### src/rtl/data_ram_ctl.sv
// -----------------------------------------------------------------------------
// data_ram_ctl
//
// Single-port word RAM with byte-enable writes and a one-cycle registered
// response. A small two-state FSM (CLEAR / READY) zero-fills the whole array
// one word per cycle after reset (when INIT_CLEAR = 1) and on clear_req.
// Requests are only accepted in READY. Out-of-range addresses return an
// error response and leave memory untouched.
//
// Ports
//   clk        : clock, all state updates on the rising edge
//   rst_n      : asynchronous active-low reset
//   req_valid  : request present
//   req_ready  : request can be accepted this cycle (READY state)
//   req_write  : 1 = write, 0 = read
//   req_addr   : word address
//   req_wdata  : write data
//   req_be     : byte enables, bit i covers byte i
//   clear_req  : start a full zero-fill (honoured in READY only)
//   busy       : zero-fill in progress (CLEAR state)
//   rsp_valid  : one-cycle response pulse, the cycle after an accept
//   rsp_rdata  : read data (0 for writes, errors and idle cycles)
//   rsp_err    : address out of range
// -----------------------------------------------------------------------------
module data_ram_ctl #(
  parameter int DATA_W     = 16,
  parameter int ADDR_W     = 16,
  parameter int DEPTH      = 256,
  parameter bit INIT_CLEAR = 1'b1
) (
  input  logic                clk,
  input  logic                rst_n,
  input  logic                req_valid,
  output logic                req_ready,
  input  logic                req_write,
  input  logic [ADDR_W-1:0]   req_addr,
  input  logic [DATA_W-1:0]   req_wdata,
  input  logic [DATA_W/8-1:0] req_be,
  input  logic                clear_req,
  output logic                busy,
  output logic                rsp_valid,
  output logic [DATA_W-1:0]   rsp_rdata,
  output logic                rsp_err
);

  localparam int BE_W  = DATA_W / 8;
  localparam int IDX_W = (DEPTH > 1) ? $clog2(DEPTH) : 1;

  typedef enum logic {
    CLEAR = 1'b0,
    READY = 1'b1
  } state_e;

  localparam state_e RESET_STATE = INIT_CLEAR ? CLEAR : READY;

  state_e             state_q, state_d;
  logic [IDX_W-1:0]   clr_ptr_q, clr_ptr_d;
  logic               rsp_valid_q, rsp_valid_d;
  logic               rsp_err_q, rsp_err_d;
  logic [DATA_W-1:0]  rsp_rdata_q, rsp_rdata_d;

  logic [DATA_W-1:0]  mem [DEPTH];

  logic               accept;
  logic               in_range;
  logic [IDX_W-1:0]   req_idx;
  logic [DATA_W-1:0]  rd_word;
  logic               clr_last;
  logic               clr_we;
  logic               req_we;

  // Full-width compare so addresses beyond the index width are caught too.
  assign in_range = ({1'b0, req_addr} < (ADDR_W + 1)'(DEPTH));
  assign req_idx  = req_addr[IDX_W-1:0];
  assign clr_last = (clr_ptr_q == IDX_W'(DEPTH - 1));
  assign accept   = req_valid && req_ready;
  assign req_we   = accept && req_write && in_range;
  // The state register sits in CLEAR while reset is held; do not let that
  // scrub word 0 on clock edges that occur during reset.
  assign clr_we   = busy;

  // Read port sees the contents before the accept edge.
  assign rd_word  = mem[req_idx];

  // ---------------------------------------------------------------------------
  // FSM: state register
  // ---------------------------------------------------------------------------
  // NOTE: sequential state uses non-blocking assignments so every flop samples
  // the pre-edge values of its neighbours, independent of process order.
  always_ff @(posedge clk or negedge rst_n) begin
    if (!rst_n) begin
      state_q   <= RESET_STATE;
      clr_ptr_q <= '0;
    end else begin
      state_q   <= state_d;
      clr_ptr_q <= clr_ptr_d;
    end
  end

  // ---------------------------------------------------------------------------
  // FSM: next-state logic
  // ---------------------------------------------------------------------------
  // NOTE: every signal gets a default first so no path leaves it unassigned,
  // which would otherwise infer a latch.
  always_comb begin
    state_d   = state_q;
    clr_ptr_d = '0;
    unique case (state_q)
      CLEAR: begin
        // clear_req is deliberately ignored here: a fill is never restarted.
        if (clr_last) begin
          state_d   = READY;
          clr_ptr_d = '0;
        end else begin
          clr_ptr_d = clr_ptr_q + 1'b1;
        end
      end
      READY: begin
        if (clear_req) state_d = CLEAR;
      end
      default: state_d = RESET_STATE;
    endcase
  end

  // ---------------------------------------------------------------------------
  // FSM: outputs. Gated by rst_n so both read 0 while reset is asserted, even
  // though the state register already holds the post-reset state.
  // ---------------------------------------------------------------------------
  always_comb begin
    busy      = rst_n && (state_q == CLEAR);
    req_ready = rst_n && (state_q == READY);
  end

  // ---------------------------------------------------------------------------
  // Memory array
  // ---------------------------------------------------------------------------
  // NOTE: the array has no reset branch; its contents are defined only by the
  // zero-fill and by writes, which also lets it map onto RAM macros.
  always_ff @(posedge clk) begin
    if (clr_we) begin
      mem[clr_ptr_q] <= '0;
    end else if (req_we) begin
      for (int i = 0; i < BE_W; i++) begin
        if (req_be[i]) mem[req_idx][8*i +: 8] <= req_wdata[8*i +: 8];
      end
    end
  end

  // ---------------------------------------------------------------------------
  // Response path: one registered cycle after the accept edge.
  // ---------------------------------------------------------------------------
  always_comb begin
    rsp_valid_d = accept;
    rsp_err_d   = accept && !in_range;
    rsp_rdata_d = '0;
    if (accept && !req_write && in_range) rsp_rdata_d = rd_word;
  end

  always_ff @(posedge clk or negedge rst_n) begin
    if (!rst_n) begin
      rsp_valid_q <= 1'b0;
      rsp_err_q   <= 1'b0;
      rsp_rdata_q <= '0;
    end else begin
      rsp_valid_q <= rsp_valid_d;
      rsp_err_q   <= rsp_err_d;
      rsp_rdata_q <= rsp_rdata_d;
    end
  end

  assign rsp_valid = rsp_valid_q;
  assign rsp_err   = rsp_err_q;
  assign rsp_rdata = rsp_rdata_q;

endmodule

### config.mk
export PLATFORM = sky130hd
export DESIGN_NAME = data_ram_ctl
export DESIGN_NICKNAME = d
export VERILOG_FILES = /design/src/rtl/data_ram_ctl.sv
export SDC_FILE = /design/constraint.sdc
export NUM_CORES = 2
export LEC_CHECK = 0
export CAP_MARGIN = 20
export CORE_MARGIN = 4
export CORE_UTILIZATION = 43
export CTS_BUF_LIST = sky130_fd_sc_hd__clkbuf_2 sky130_fd_sc_hd__clkbuf_4 sky130_fd_sc_hd__clkbuf_8
export CTS_CLUSTER_DIAMETER = 150
export DETAILED_ROUTE_END_ITERATION = 12
export HOLD_SLACK_MARGIN = 0.03
export SYNTH_ARGS = -nofsm -noshare
export SYNTH_HDL_FRONTEND = slang
export SYNTH_SLANG_ARGS = --single-unit
### constraint.sdc
create_clock -name clk -period 9.3 [get_ports clk]
set_input_delay 1.86 -clock clk [delete_from_list [all_inputs] [get_ports clk]]
set_output_delay 1.86 -clock clk [all_outputs]
set_load 0.02 [all_outputs]
Yosys cells after proc, flatten, opt, wreduce, memory -nomap -nowiden. Memories as Yosys holds them, arrays and structs flattened. Cells that the tools add are included.

Reduce and logical (&&, ||, !) cells: 11. Equal/unequal tests: 1. $add $sub $neg: 1. Mux-type cells: 19. $lt $le $gt $ge: 1. Bitwise gates (word level): 1.

Operators by type and width (number): 2-to-1 mux 16 bit (2); 2-to-1 mux 8 bit (3); less-than comparator 16 x 9 -> 1 bit (second input constant) (1); OR reduction 16 bit (1); 2-to-1 mux 1 bit (12); adder 8 x 1 -> 8 bit (second input constant) (1); == test 8 bit (second input constant) (1); logical AND 1 bit (8); logical NOT 1 bit (2); 2-to-1 mux 2 bit (1); case mux 1 bit (2 select lines) (1); inverter 1 bit (1).

RAM bits: 4096. Memories: 1. Bits in registers: 27. Bits of input ports: 39. Output and inout bits: 20. Logic and storage cells: 40.

Memory list: mem (depth 256, width 16, rd ports 1, clocked after Yosys merged registers in 0, wr ports 1, line 62) `logic [DATA_W-1:0] mem [DEPTH];`.

Longest topological paths before layout.
Depth in word-level cells: 9. Gate-level depth with buffers: 13. Mapped depth without buffers: 7.

Worst setup path before layout. Ideal clock, no wire load.

Kind: input-to-reg. Start point: input req_addr[10]. End point: memory mem[0][10], data pin. Required time: 8430 ps. Library setup time: 870 ps. Path buffers: 2. Slack: 2191 ps. Stages on the path: 6. Arrival time: 6239 ps. Cells stage by stage: nor4_4 > nand4_4 > nor2_8 > buf_4 > clkbuf_1 > and2_1.

Longest elaborated chain between the ends: 7. Elaborated cells between the ends (all ways): 10. Those cells by class: order compare: 1; mux: 7; reduce/logical: 2.

Ends and longest elaborated chain: start, declared (line 36) `input logic [ADDR_W-1:0] req_addr,`; less-than comparator 16 x 9 -> 1 bit * (line 73) `assign in_range = ({1'b0, req_addr} < (ADDR_W + 1)'(DEPTH));`; logical AND 1 bit * (line 77) `assign req_we = accept && req_write && in_range;`; 2-to-1 mux 1 bit (line 142) `end else if (req_we) begin`; 2-to-1 mux 1 bit (line 140) `if (clr_we) begin`; 2-to-1 mux 1 bit (not written as such) (line 144) `if (req_be[i]) mem[req_idx][8*i +: 8] <= req_wdata[8*i +: 8];`; OR reduction 16 bit (no source line) *; 2-to-1 mux 16 bit (no source line) *; end, declared (line 62).

Mark *: on every way between the ends. The rest lies on a longest branch, timed or not.

Worst setup path after layout.
Start point: input rst_n. End point: memory mem[189][12], enable pin.

Longest elaborated chain between the ends: 9. Elaborated cells between the ends (all ways): 16. Those cells by class: mux: 10; reduce/logical: 6.

Ends and longest elaborated chain: start, declared (line 32) `input logic rst_n,`; logical AND 1 bit * (line 131) `req_ready = rst_n && (state_q == READY);`; logical AND 1 bit * (line 76) `assign accept = req_valid && req_ready;`; named net accept (line 64) `logic accept;`; logical AND 1 bit * (2 in a row) (line 77); 2-to-1 mux 1 bit (line 142); 2-to-1 mux 1 bit (line 140); 2-to-1 mux 1 bit (not written as such) (line 144); OR reduction 16 bit (no source line); 2-to-1 mux 8 bit (no source line) or 2-to-1 mux 2 bit (tied branches).

The timed path passes the listed nets; every way through them passes the cells marked *.

==> flow_summary.toml <==
[worst_setup_path]
critical_path_class = "in -> reg"
crit_buf_inv = 2
worstPathCellList = "buf_4 -> and3_1 -> nand4_4 -> nor2_8 -> mux2_2 -> or2_2 -> buf_4 -> nand2b_2 -> nor2_1"
path_delay_family = "simple AND/OR/NAND/NOR gates"
crit_required_ns = 9.96
worst-endpoint-arrival_ns = 6.61
cp_common_cell = "buf_4"
crit_fanout = 32
crit_slowest_cell = "nand2b_2"
critPathLaunchType = "input port"
critPathMaxStageDelay_ns = 0.83
end_kind = "register"

[placed_design]
gp_congestion = 0.844
post-place-ws_ns = 2.32
place_hpwl_um = 268000
io_buffers = 58
post-place-cells = 12500

[grt]
grt_start_max_net_pins = 203
antenna_found_initial = 27
grt_pass1_wl_um = 650000
grtUsageTotal_pct = 23.5
grt_pass1_vias = 83600
grt_overflow_total = 0

[cts]
clk_latency_ns = 1.07
cts_tree = "done"
cts.htree.levels = 6
cts.clk_slew.worst_paths_ns = 0.07
cts_resized = 0
cts_buffer_depth = 4
cts_buffers = 631
cts_root_buffer = "clkbuf_8"
post_cts_buffers = 0
cts_hold_buffers = 0
clkSinkCount = 4123

[logic_synthesis]
synth_compound_area_share_pct = 3.26
synth_top_family_by_area = "multiplexers"
ys_types = 83
ys_seq_elements = 4123
ys_seq_area_share_pct = 76.3
synth-edff-count = 4096
avgSynthCellArea_um2 = 20.7
synthCells = 7830
synth_xor_xnor_area_share_pct = 0.0324
synthArstFlopShare_pct = 0.655
synthSimpleGateAreaFrac_pct = 2.71
synth_mux_area_share_pct = 15.2
syn-cell-area_um2 = 162000
synth_ff_type = "edfxtp_1"
synth_fa_ha_area_share_pct = 0.00772
yosys_warnings = 0
syn_nets = 7870

[finish]
final_nets = 8203
instances_no_fill = 13600
regArea_um2 = 124000
fill_cells = 30600
multi_input_area_um2 = 34700
synthToLayoutAreaGrowth_pct = 10.7
drive_gt1_share_pct = 23.8

[sta]
fin_crit_ns = 5.95
clock.fmax_mhz = 168
setup_tns_ns = 0
relSlewSlack_pct = 4.23
post-route-period-util_pct = 64.0
slew_violations = 0
rsz0062_at_grt = "no"
skew_ns = 0.0697
setup_viol = 0
timing.final.ws_setup_ns = 3.35
hold_viol = 0
worst_pin_slew_ns = 1.44

[floorplanning]
rows = 225
dieArea_um2 = 387000
io_pins = 59
start_util_pct = 43.1
core_region_area_um2 = 376000
die_w_um = 622
fp.dieH_um = 622

[power]
p_leak_nw = 46.3
p_int_mw = 28.2
p_per_area_nw_per_um2 = 200
p_clk_share_pct = 41.1
power_switching_mw = 7.68
pwr-share-comb_pct = 2.9
ir_drop_v = 0.000142
pwr-share-seq_pct = 56.0
switching_share_pct = 21.4

[hold_path]
hold_class = "reg -> reg"

[routing]
met3_length_um = 45700
drt_iter0_markers = 11200
dr_total_vias = 83000
postRouteAntennaNets = 0
first_pass_iters = 6
vias_per_cell = 6.08
met1_length_um = 181000
wl_met2_um = 218000
wl_um = 462000
wl_per_cell_um = 33.9
top_layer_used = "met5"
drc = 0

[job]
drv_cap = 0

[run_status]
run_status = "finished, final reports clean"
-- power by group through the flow --
stage,Clock (mW),Sequential (mW),Combinational (mW)
2_1_floorplan,0,20.5,0.690
3_5_place_dp,0,20.5,1.03
3_3_place_gp,0,20.5,1.02
4_1_cts,15.0,20.1,1.03
5_1_grt,15.9,20.1,1.06
6_report,14.8,20.1,1.03
-- cell type report --
cell class	instances	share of cell area, %
multi-input combinational	3166	19.3
tap	4994	3.48
clock buffer	820	5.71
inverter	7	0.0223
antenna	22	0.0307
sequential	4123	69.0
timing repair buffer	234	1.41
clock inverter	283	1.06
-- registers in the layout, summed over array words and instances (netlist names) --
name	cells
state_q	1
rsp_err	1
rsp_valid	1
clr_ptr_q	8
rsp_rdata	16
mem	4096
-- per-stage QoR --
step | area [um^2] | hold WS, ns | total power [mW] | utilization (%)
after global placement | 167000 | 0.546 | 21.5 | 44.5
final | 179000 | 0.569 | 35.9 | 47.8
after floorplan | 162000 | 0.499 | 21.2 | -
after CTS | 179000 | 0.566 | 36.1 | 47.7
after detailed placement | 167000 | 0.557 | 21.5 | 44.5
after global routing | 179000 | 0.598 | 37.1 | 47.7
-- synth_stat cells, types with 27 or more instances --
| library cell | number | area [um^2] |
|---|---|---|
| mux4_2 | 797 | 17900 |
| o21ai_0 | 84 | 420 |
| a22oi_1 | 54 | 405 |
| or2_1 | 29 | 181 |
| buf_4 | 38 | 285 |
| o22ai_1 | 146 | 913 |
| nand3_1 | 57 | 285 |
| a31oi_1 | 58 | 363 |
| clkbuf_1 | 143 | 537 |
| nand2_1 | 96 | 360 |
| edfxtp_1 | 4096 | 123000 |
| mux4_1 | 38 | 998 |
| o221ai_1 | 156 | 1370 |
| and2_1 | 39 | 244 |
| dfrtp_1 | 27 | 676 |
| mux2i_1 | 557 | 5580 |
| buf_6 | 118 | 1330 |
| nor2_1 | 612 | 2300 |
| nor3_1 | 45 | 225 |
| a21oi_1 | 110 | 551 |
| nand2b_1 | 39 | 244 |
| buf_8 | 41 | 616 |
| buf_2 | 162 | 811 |
-- worst register-to-register path, cell delays in order (launching register included) --
cell      delay [ns]
dfrtp_1         0.72
and3_1          0.36
nand4_4         0.31
nor2_8          0.65
mux2_2          0.45
or2_2           0.29
buf_4           0.37
nand2b_2        0.84
nor2_1          0.85
-- path summary, 6_finish.rpt --
kind | from | slack, ns | cells after the start | to
min reg2reg | clr_ptr_q[0]$_DFF_PN0_ | 0.57 | 1 | clr_ptr_q[0]$_DFF_PN0_
max | rst_n | 3.35 | 9 | mem[189][12]$_DFFE_PP_
min | clr_ptr_q[0]$_DFF_PN0_ | 0.57 | 1 | clr_ptr_q[0]$_DFF_PN0_
max reg2reg | state_q$_DFF_PN0_ | 4.09 | 8 | mem[189][12]$_DFFE_PP_
min in group asynchronous | rst_n | 0.90 | 1 | rsp_rdata[10]$_DFF_PN0_
max in group asynchronous | rst_n | 7.84 | 1 | rsp_rdata[7]$_DFF_PN0_
-- metal layers --
metal | vias up | global-route usage [%]
met5 | - | 0.272
met4 | 12 | 8.83
met3 | 848 | 5.27
met2 | 5032 | 36.7
met1 | 43900 | 32.2
li1 | 33300 | -
-- layout by cell type, fill, tap and decap left out, types with 95 or more instances in the layout --
master,Yosys,final
mux4_2,797,797
a21oi_1,110,110
clkbuf_4,2,167
o22ai_1,146,146
buf_4,38,129
nand2_1,96,95
o221ai_1,156,156
mux2i_1,557,557
nor2_1,612,602
clkinv_1,0,141
clkbuf_8,4,653
edfxtp_1,4096,4096
-- logic make-up after synthesis --
group / count (synthesis)
compound gates: 759
buf+inv: 541
xor+xnor: 6
flops: 4123
mux: 1408
simple gates: 992
fa+ha+maj: 1
(Power assumes the default switching activity.)
